File: src/rtl/btb_update_ctrl_pkg.sv
// btb_update_ctrl_pkg: shared BTB widths and the queued training entry type
package btb_update_ctrl_pkg;
   localparam int   INST_ADDR_W = 32;
   localparam logic TRUE        = 1'b1;
   localparam logic FALSE       = 1'b0;
   localparam int   BTB_IDX_W   = 8;
   localparam int   BTB_TAG_W   = 9;
   typedef logic [INST_ADDR_W-1:0] inst_addr_t;
   typedef struct packed {
      inst_addr_t pc;
      inst_addr_t target;
   } upd_t;
endpackage

File: src/rtl/btb_upd_fifo.sv
// btb_upd_fifo: synchronous FIFO of {pc, target} training entries with head view
module btb_upd_fifo
   import btb_update_ctrl_pkg::*;
#(
   parameter int DEPTH = 4
) (
   input  logic                   clk,
   input  logic                   rst,
   input  logic                   push,
   input  logic                   pop,
   input  logic [INST_ADDR_W-1:0] push_pc,
   input  logic [INST_ADDR_W-1:0] push_target,
   output logic                   full,
   output logic                   empty,
   output logic [INST_ADDR_W-1:0] head_pc,
   output logic [INST_ADDR_W-1:0] head_target
);
   localparam int AW = $clog2(DEPTH);
   upd_t          mem [DEPTH];
   logic [AW-1:0] wp, rp;
   logic [AW:0]   cnt;
   logic          wr, rd;
   assign rd          = pop && !empty;
   // a full FIFO still takes a push when the head leaves in the same cycle
   assign wr          = push && (!full || rd);
   assign full        = cnt == (AW+1)'(DEPTH);
   assign empty       = cnt == '0;
   assign head_pc     = mem[rp].pc;
   assign head_target = mem[rp].target;
   always_ff @(posedge clk)
      if (wr) mem[wp] <= '{pc: push_pc, target: push_target};
   always_ff @(posedge clk)
      if (rst) begin
         wp  <= '0;
         rp  <= '0;
         cnt <= '0;
      end else begin
         if (wr) wp <= wp + AW'(1);
         if (rd) rp <= rp + AW'(1);
         cnt <= cnt + (AW+1)'(wr) - (AW+1)'(rd);
      end
endmodule

File: src/rtl/btb_update_ctrl.sv
// btb_update_ctrl: resolves EX branches against IF prediction, flushes on mispredict, queues BTB training
// Define BTB_UPD_STATS_EN to build the branch/mispredict/drop counters; otherwise the stat ports read 0.
module btb_update_ctrl
   import btb_update_ctrl_pkg::*;
#(
   parameter int DEPTH = 4,
   parameter int IDX_W = BTB_IDX_W
) (
   input  logic                   clk,
   input  logic                   rst,
   input  logic                   rdy,
   input  logic                   ex_valid,
   input  logic [INST_ADDR_W-1:0] ex_pc,
   input  logic                   ex_taken,
   input  logic [INST_ADDR_W-1:0] ex_target,
   input  logic                   ex_pred_hit,
   input  logic [INST_ADDR_W-1:0] ex_pred_addr,
   input  logic [INST_ADDR_W-1:0] if_pc,
   output logic                   flush,
   output logic [INST_ADDR_W-1:0] redirect_pc,
   output logic                   btb_write,
   output logic [INST_ADDR_W-1:0] btb_pc,
   output logic [INST_ADDR_W-1:0] btb_addr,
   output logic                   upd_drop,
   output logic [31:0]            stat_branches,
   output logic [31:0]            stat_mispred,
   output logic [31:0]            stat_drops
);
   logic [INST_ADDR_W-1:0] pc4, pred_next, act_next, head_pc, head_target;
   logic                   acc, mis, train, full, empty, drop;
   assign pc4       = ex_pc + 32'd4;
   assign pred_next = ex_pred_hit ? ex_pred_addr : pc4;
   assign act_next  = ex_taken ? ex_target : pc4;
   assign acc       = ex_valid && rdy;
   assign mis       = acc && (pred_next != act_next);
   // not-taken outcomes never train since the BTB cannot invalidate
   assign train     = acc && ex_taken && (!ex_pred_hit || ex_pred_addr != ex_target);
   // avoid writing the BTB set IF is reading this cycle
   assign btb_write = !empty && rdy && (head_pc[IDX_W-1:0] != if_pc[IDX_W-1:0]);
   assign btb_pc    = empty ? '0 : head_pc;
   assign btb_addr  = empty ? '0 : head_target;
   assign drop      = train && full && !btb_write;
   btb_upd_fifo #(.DEPTH(DEPTH)) u_fifo (
      .clk        (clk),
      .rst        (rst),
      .push       (train),
      .pop        (btb_write),
      .push_pc    (ex_pc),
      .push_target(ex_target),
      .full       (full),
      .empty      (empty),
      .head_pc    (head_pc),
      .head_target(head_target)
   );
   always_ff @(posedge clk)
      if (rst) begin
         flush       <= FALSE;
         redirect_pc <= '0;
         upd_drop    <= FALSE;
      end else begin
         flush    <= mis;
         upd_drop <= drop;
         if (mis) redirect_pc <= act_next;
      end
`ifdef BTB_UPD_STATS_EN
   always_ff @(posedge clk)
      if (rst) begin
         stat_branches <= '0;
         stat_mispred  <= '0;
         stat_drops    <= '0;
      end else begin
         stat_branches <= stat_branches + 32'(acc);
         stat_mispred  <= stat_mispred + 32'(mis);
         stat_drops    <= stat_drops + 32'(drop);
      end
`else
   assign stat_branches = '0;
   assign stat_mispred  = '0;
   assign stat_drops    = '0;
`endif
endmodule
File: config.mk
export PLATFORM = sky130hd
export DESIGN_NAME = btb_update_ctrl
export DESIGN_NICKNAME = d
export VERILOG_FILES = /design/src/rtl/btb_update_ctrl_pkg.sv /design/src/rtl/btb_upd_fifo.sv /design/src/rtl/btb_update_ctrl.sv
export SDC_FILE = /design/constraint.sdc
export NUM_CORES = 1
export LEC_CHECK = 0
export ABC_AREA = 1
export BUFFER_PORTS_ARGS = -buffer_cell sky130_fd_sc_hd__clkbuf_2
export CORE_UTILIZATION = 56
export DETAILED_ROUTE_END_ITERATION = 10
export PLACE_DENSITY = 0.81
export SETUP_SLACK_MARGIN = 0.02
export SLEW_MARGIN = 25
export SYNTH_ARGS = -nofsm -noshare
export SYNTH_HDL_FRONTEND = slang
export SYNTH_SLANG_ARGS = --single-unit
File: constraint.sdc
create_clock -name clk -period 6 [get_ports clk]
set_input_delay 1.2 -clock clk [delete_from_list [all_inputs] [get_ports clk]]
set_output_delay 1.2 -clock clk [all_outputs]
set_load 0.02 [all_outputs]
[After elaboration in Yosys (flattened, before gate mapping)]
Memory sizes are Yosys's and may differ from the RTL's. A register that Yosys moved wholly into a read port is not among the register bits.
Index checks and enable logic that the tools add are counted.
Storage, ports and cells
  register bits: 41
  bits in writable memories: 256
  input port bits: 134
  output and inout bits: 195
  logic and storage cells: 41
  memories: 1
Memories
  u_fifo.mem: words 4, width 64, read ports 1, clocked after memory_dff 1, write ports 1, line btb_upd_fifo.sv:19  | upd_t mem [DEPTH];
Cells by class
  add/subtract/negate cells: 5
  equality and inequality tests: 4
  muxes and demuxes: 8
  reductions and logical operators: 17
Operators with widths (count)
  32-bit 2-to-1 mux: 4
  32-bit != test: 2
  32-bit by 3-bit adder with 32-bit output (second input constant): 1
  1-bit logical AND: 10
  8-bit != test: 1
  2-bit by 1-bit adder with 2-bit output (second input constant): 2
  1-bit logical NOT: 4
  2-bit 2-to-1 mux: 2
  3-bit by 1-bit adder with 3-bit output: 1
  3-bit == test (second input constant): 1
  3-bit logical NOT: 1
  3-bit by 1-bit subtractor with 3-bit output: 1
  1-bit logical OR: 2
  1-bit 2-to-1 mux: 2

[Longest topological paths before layout]
  depth after elaboration: 9
  mapped depth: 21
  mapped depth without buffers: 20

[Modules after synthesis]
From an unflattened synthesis, not the netlist that was laid out.
Second synthesis, totals
  cell total of the unflattened synthesis: 1929
  area total of the unflattened synthesis: 16150.5 µm²
Modules (own cells, without submodules)
  btb_upd_fifo: instances 1, cells an instance 688, area an instance 9988.3 µm², sequential area each 7867.5 µm²
  btb_update_ctrl: instances 1, cells an instance 1241, area an instance 6162.2 µm², sequential area each 680.7 µm²

[Worst setup path before layout]
OpenSTA, ideal clock, no wires.
  path kind: in2reg
  from: input port ex_taken
  to: memory u_fifo.mem[0][0] in the netlist's numbering, enable pin
  setup time: 0.486 ns
  data arrival time: 4.935 ns
  required time: 5.514 ns
  path slack: 0.579 ns
  stages on the path: 7
  buffers on the path: 3
  cells stage by stage: buf_2 -> clkbuf_1 -> clkbuf_1 -> nand2_1 -> nor2_1 -> nand2_1 -> nor2_1
Between the ends
  cells in the longest elaborated chain, start to end: 5
Ends and longest elaborated chain
  start, declared: line btb_update_ctrl.sv:14  | input logic ex_taken,
  1-bit logical AND (2 in series): line btb_update_ctrl.sv:37  | assign train = acc && ex_taken && (!ex_pred_hit || ex_pred_addr != ex_target);
  1-bit logical AND: line btb_upd_fifo.sv:25  | assign wr = push && (!full || rd);
  1-bit 2-to-1 mux: line btb_upd_fifo.sv:31  | if (wr) mem[wp] <= '{pc: push_pc, target: push_target};
  1-bit 2-to-1 mux (not written as such): line btb_upd_fifo.sv:31
  end, declared: line btb_upd_fifo.sv:19
Every way passes these cells.

==> results_dict.tcl <==
set metrics [dict create \
    drive_gt1_share_pct 14.84 \
    critPathCaptureType "primary output" \
    numClockSinks 299 \
    skew_ns 0.01382 \
    comb_power_share_pct 30.4 \
    htree_levels 1 \
    drv_slew 0 \
    hold_class "flip-flop to flip-flop" \
    critPathBufInv 2 \
    start_util_pct 56.80 \
    cp.required_ns 4.80 \
    synthCells 1895 \
    clock.fmax_mhz 214.6 \
    ys_seq_elements 299 \
    yosysSeqAreaShare_pct 54.17 \
    drc_errors 0 \
    clkPwrFrac_pct 30.9 \
    io_buffers 208 \
    place_area_mm2 0.01679 \
    avgRoutedWirePerCell_um 18.18 \
    slew_headroom_pct 36.44 \
    gp_congestion 1.005 \
    drt-vias-per-instance 5.483 \
    use_met1_pct 40.24 \
    grt_pass1_vias 12290 \
    cts_root_buffer "clkbuf_16" \
    grt_busiest_layer "met2" \
    swShare_pct 35.28 \
    synth_area_per_cell_um2 8.327 \
    clk_path_buf_depth 3 \
    rsz0062_at_grt "no" \
    setup_viol 0 \
    clkTransAtPathRegs_ns 0.06 \
    die_h_um 169.9 \
    p_per_area_mw_per_mm2 341.2 \
    grtUsageMet3_pct 5.814 \
    max_stage_delay_ns 0.67 \
    async_flop_share_pct 0 \
    synth_edf_count 256 \
    die_x_um 169.9 \
    status "completed" \
    placementRows 61 \
    cts-resized-gates 0 \
    cts_buffers 30 \
    cts_setup_buffers 0 \
    vdd_drop_max_uv 474.9 \
    post-route-period-util_pct 77.66 \
    critPathMaxFanout 57 \
    num_vias 13580 \
    cts_tree "built" \
    area_growth_pct 12.71 \
    dp_hpwl_um 30950 \
    drtPass1Iterations 5 \
    coreArea_mm2 0.02778 \
    hold_buffers 0 \
    gr-usage-all-layers_pct 30.75 \
    fin_nets 2213 \
    cp_top_family "buffers and inverters" \
    antenna_found_initial 6 \
    fp.dieArea_mm2 0.02885 \
    switchingPower_mw 2.142 \
    overflow 0 \
    clk_latency_ns 0.56 \
    synth_cell_types 43 \
    arrival_ns 3.46 \
    ys_warn_count 0 \
    ant_nets 0 \
    crit_path_start_kind "flip-flop" \
    post-route-min-period_ns 4.659 \
    grtUsageMet2_pct 50.50 \
    worst_pin_slew_ns 0.9534 \
    internal_power_mw 3.928 \
    final_area_mm2 0.01779 \
    drtIter0Drc 1421 \
    worstSetupPathType "flip-flop to primary output" \
    slowest_stage "buf_4" \
    ys.flop_type "edfxtp_1" \
    fin_tns_setup_ns 0 \
    grt_start_max_net_pins 99 \
    drv_cap 0 \
    grt_pass1_wl_um 67280 \
    hold_violations 0 \
    power_frac_seq_pct 38.8 \
    crit_path_cell_trace "buf_4, o21ai_0, o22a_1, xor2_1, nand4_1, nand2_1, nor2_1, clkbuf_2" \
    leakage_nw 7.790 \
    min_from "u_fifo.rp[1]" \
    ios 329 \
    routed_wl_um 45040 \
    synth_area_mm2 0.01578 \
]
[power groups by stage]
stage / clock, mW / combinational [mW] / sequential (mW)
floorplan: 0 / 1.24 / 2.40
global route: 1.97 / 2.01 / 2.36
detailed placement: 0 / 1.83 / 2.40
CTS: 1.89 / 1.84 / 2.35
finish: 1.87 / 1.84 / 2.35
global placement: 0 / 1.80 / 2.39
[path summary, 6_finish.rpt]
path	endpoint	slack (ns)	depth (start not counted)
max	btb_write	1.34	8
min	u_fifo.rp[1]	0.48	2
max reg2reg	u_fifo.cnt[2]	1.78	14
min reg2reg	u_fifo.rp[1]	0.48	2
[Yosys cell counts, types with 5 or more instances]
cell      instances  area share [%]
nand3_1         129             4.1
nor2_1          355             8.4
buf_2             7            0.22
nand4_1           9            0.36
o21ai_0         135             4.3
buf_1            23            0.55
clkbuf_1         48             1.1
o22ai_1          10            0.40
xor2_1           14            0.78
buf_4            97             4.6
nor2_4            5            0.36
edfxtp_1        256              49
inv_1           113             2.7
xnor2_1           9            0.50
nor3_1            5            0.16
or2_2            18            0.71
dfxtp_1          43             5.5
ha_1              6            0.48
a21oi_1          76             2.4
nand2_1         498              12
[kinds of logic after synthesis]
| kind of cell | Yosys count | share of synthesized area [%] |
|---|---|---|
| buffers and inverters | 295 | 9.475 |
| flip-flops | 299 | 54.17 |
| AND/OR/NAND/NOR | 1036 | 26.74 |
| other | 1 | 0.02376 |
| AO/OA/AOI/OAI | 234 | 7.707 |
| XOR/XNOR | 23 | 1.277 |
| adder cells (fa/ha/maj) | 7 | 0.6026 |
[sequential cells by signal, summed over array words and instances (netlist names), named ones only]
| signal | count |
|---|---|
| u_fifo.rp | 2 |
| upd_drop | 1 |
| u_fifo.mem | 256 |
| u_fifo.cnt | 3 |
| flush | 1 |
| u_fifo.wp | 2 |
| redirect_pc | 32 |
[through the flow]
step | total power [mW] | utilization, % | setup slack, ns | instances | hold slack (ns)
floorplan | 3.646 | - | 0.5787 | 1990 | 0.4435
global placement | 4.191 | 60.45 | 1.722 | 2418 | 0.4591
detailed placement | 4.227 | 60.45 | 1.652 | 2418 | 0.4661
CTS | 6.078 | 63.98 | 1.400 | 2473 | 0.4780
global route | 6.339 | 64.02 | 1.163 | 2477 | 0.5100
finish | 6.069 | 64.02 | 1.341 | 2477 | 0.4779
[tightest hold or removal path, cell delays in order (launching register included)]
cell and delay (ns):
dfxtp_1 0.30, inv_1 0.07, a21oi_1 0.06
[layout by cell type, fill, tap and decap left out, types with 10 or more instances in the layout]
master | netlist | final
xor2_1 | 14 | 14
conb_1 | 1 | 96
or2_2 | 18 | 18
nand3_1 | 129 | 129
nand2_1 | 498 | 498
clkbuf_1 | 48 | 10
o21ai_0 | 135 | 135
o22ai_1 | 10 | 10
a21oi_1 | 76 | 76
edfxtp_1 | 256 | 256
clkbuf_2 | 0 | 208
dfxtp_1 | 43 | 41
buf_4 | 97 | 18
inv_1 | 113 | 112
clkbuf_16 | 0 | 31
nor2_1 | 355 | 351
[routing by layer]
| metal | wire length, um | part of all wire, % |
|---|---|---|
| met1 | 17520 | 39 |
| met2 | 21160 | 47 |
| met3 | 4643 | 10 |
| met4 | 1680 | 3.7 |
| met5 | 34 | 0.075 |
[layout make-up]
cell class,count,area [um2]
clock inverters,14,168.9
flip-flops and latches,299,8553
well taps,378,473.0
fillers,2217,9996
diodes,4,10.01
repair buffers,227,1196
multi-input cells,1396,6128
clock buffers,41,813.3
inverters,118,442.9
Note: power is estimated with default switching activity, not from simulation.
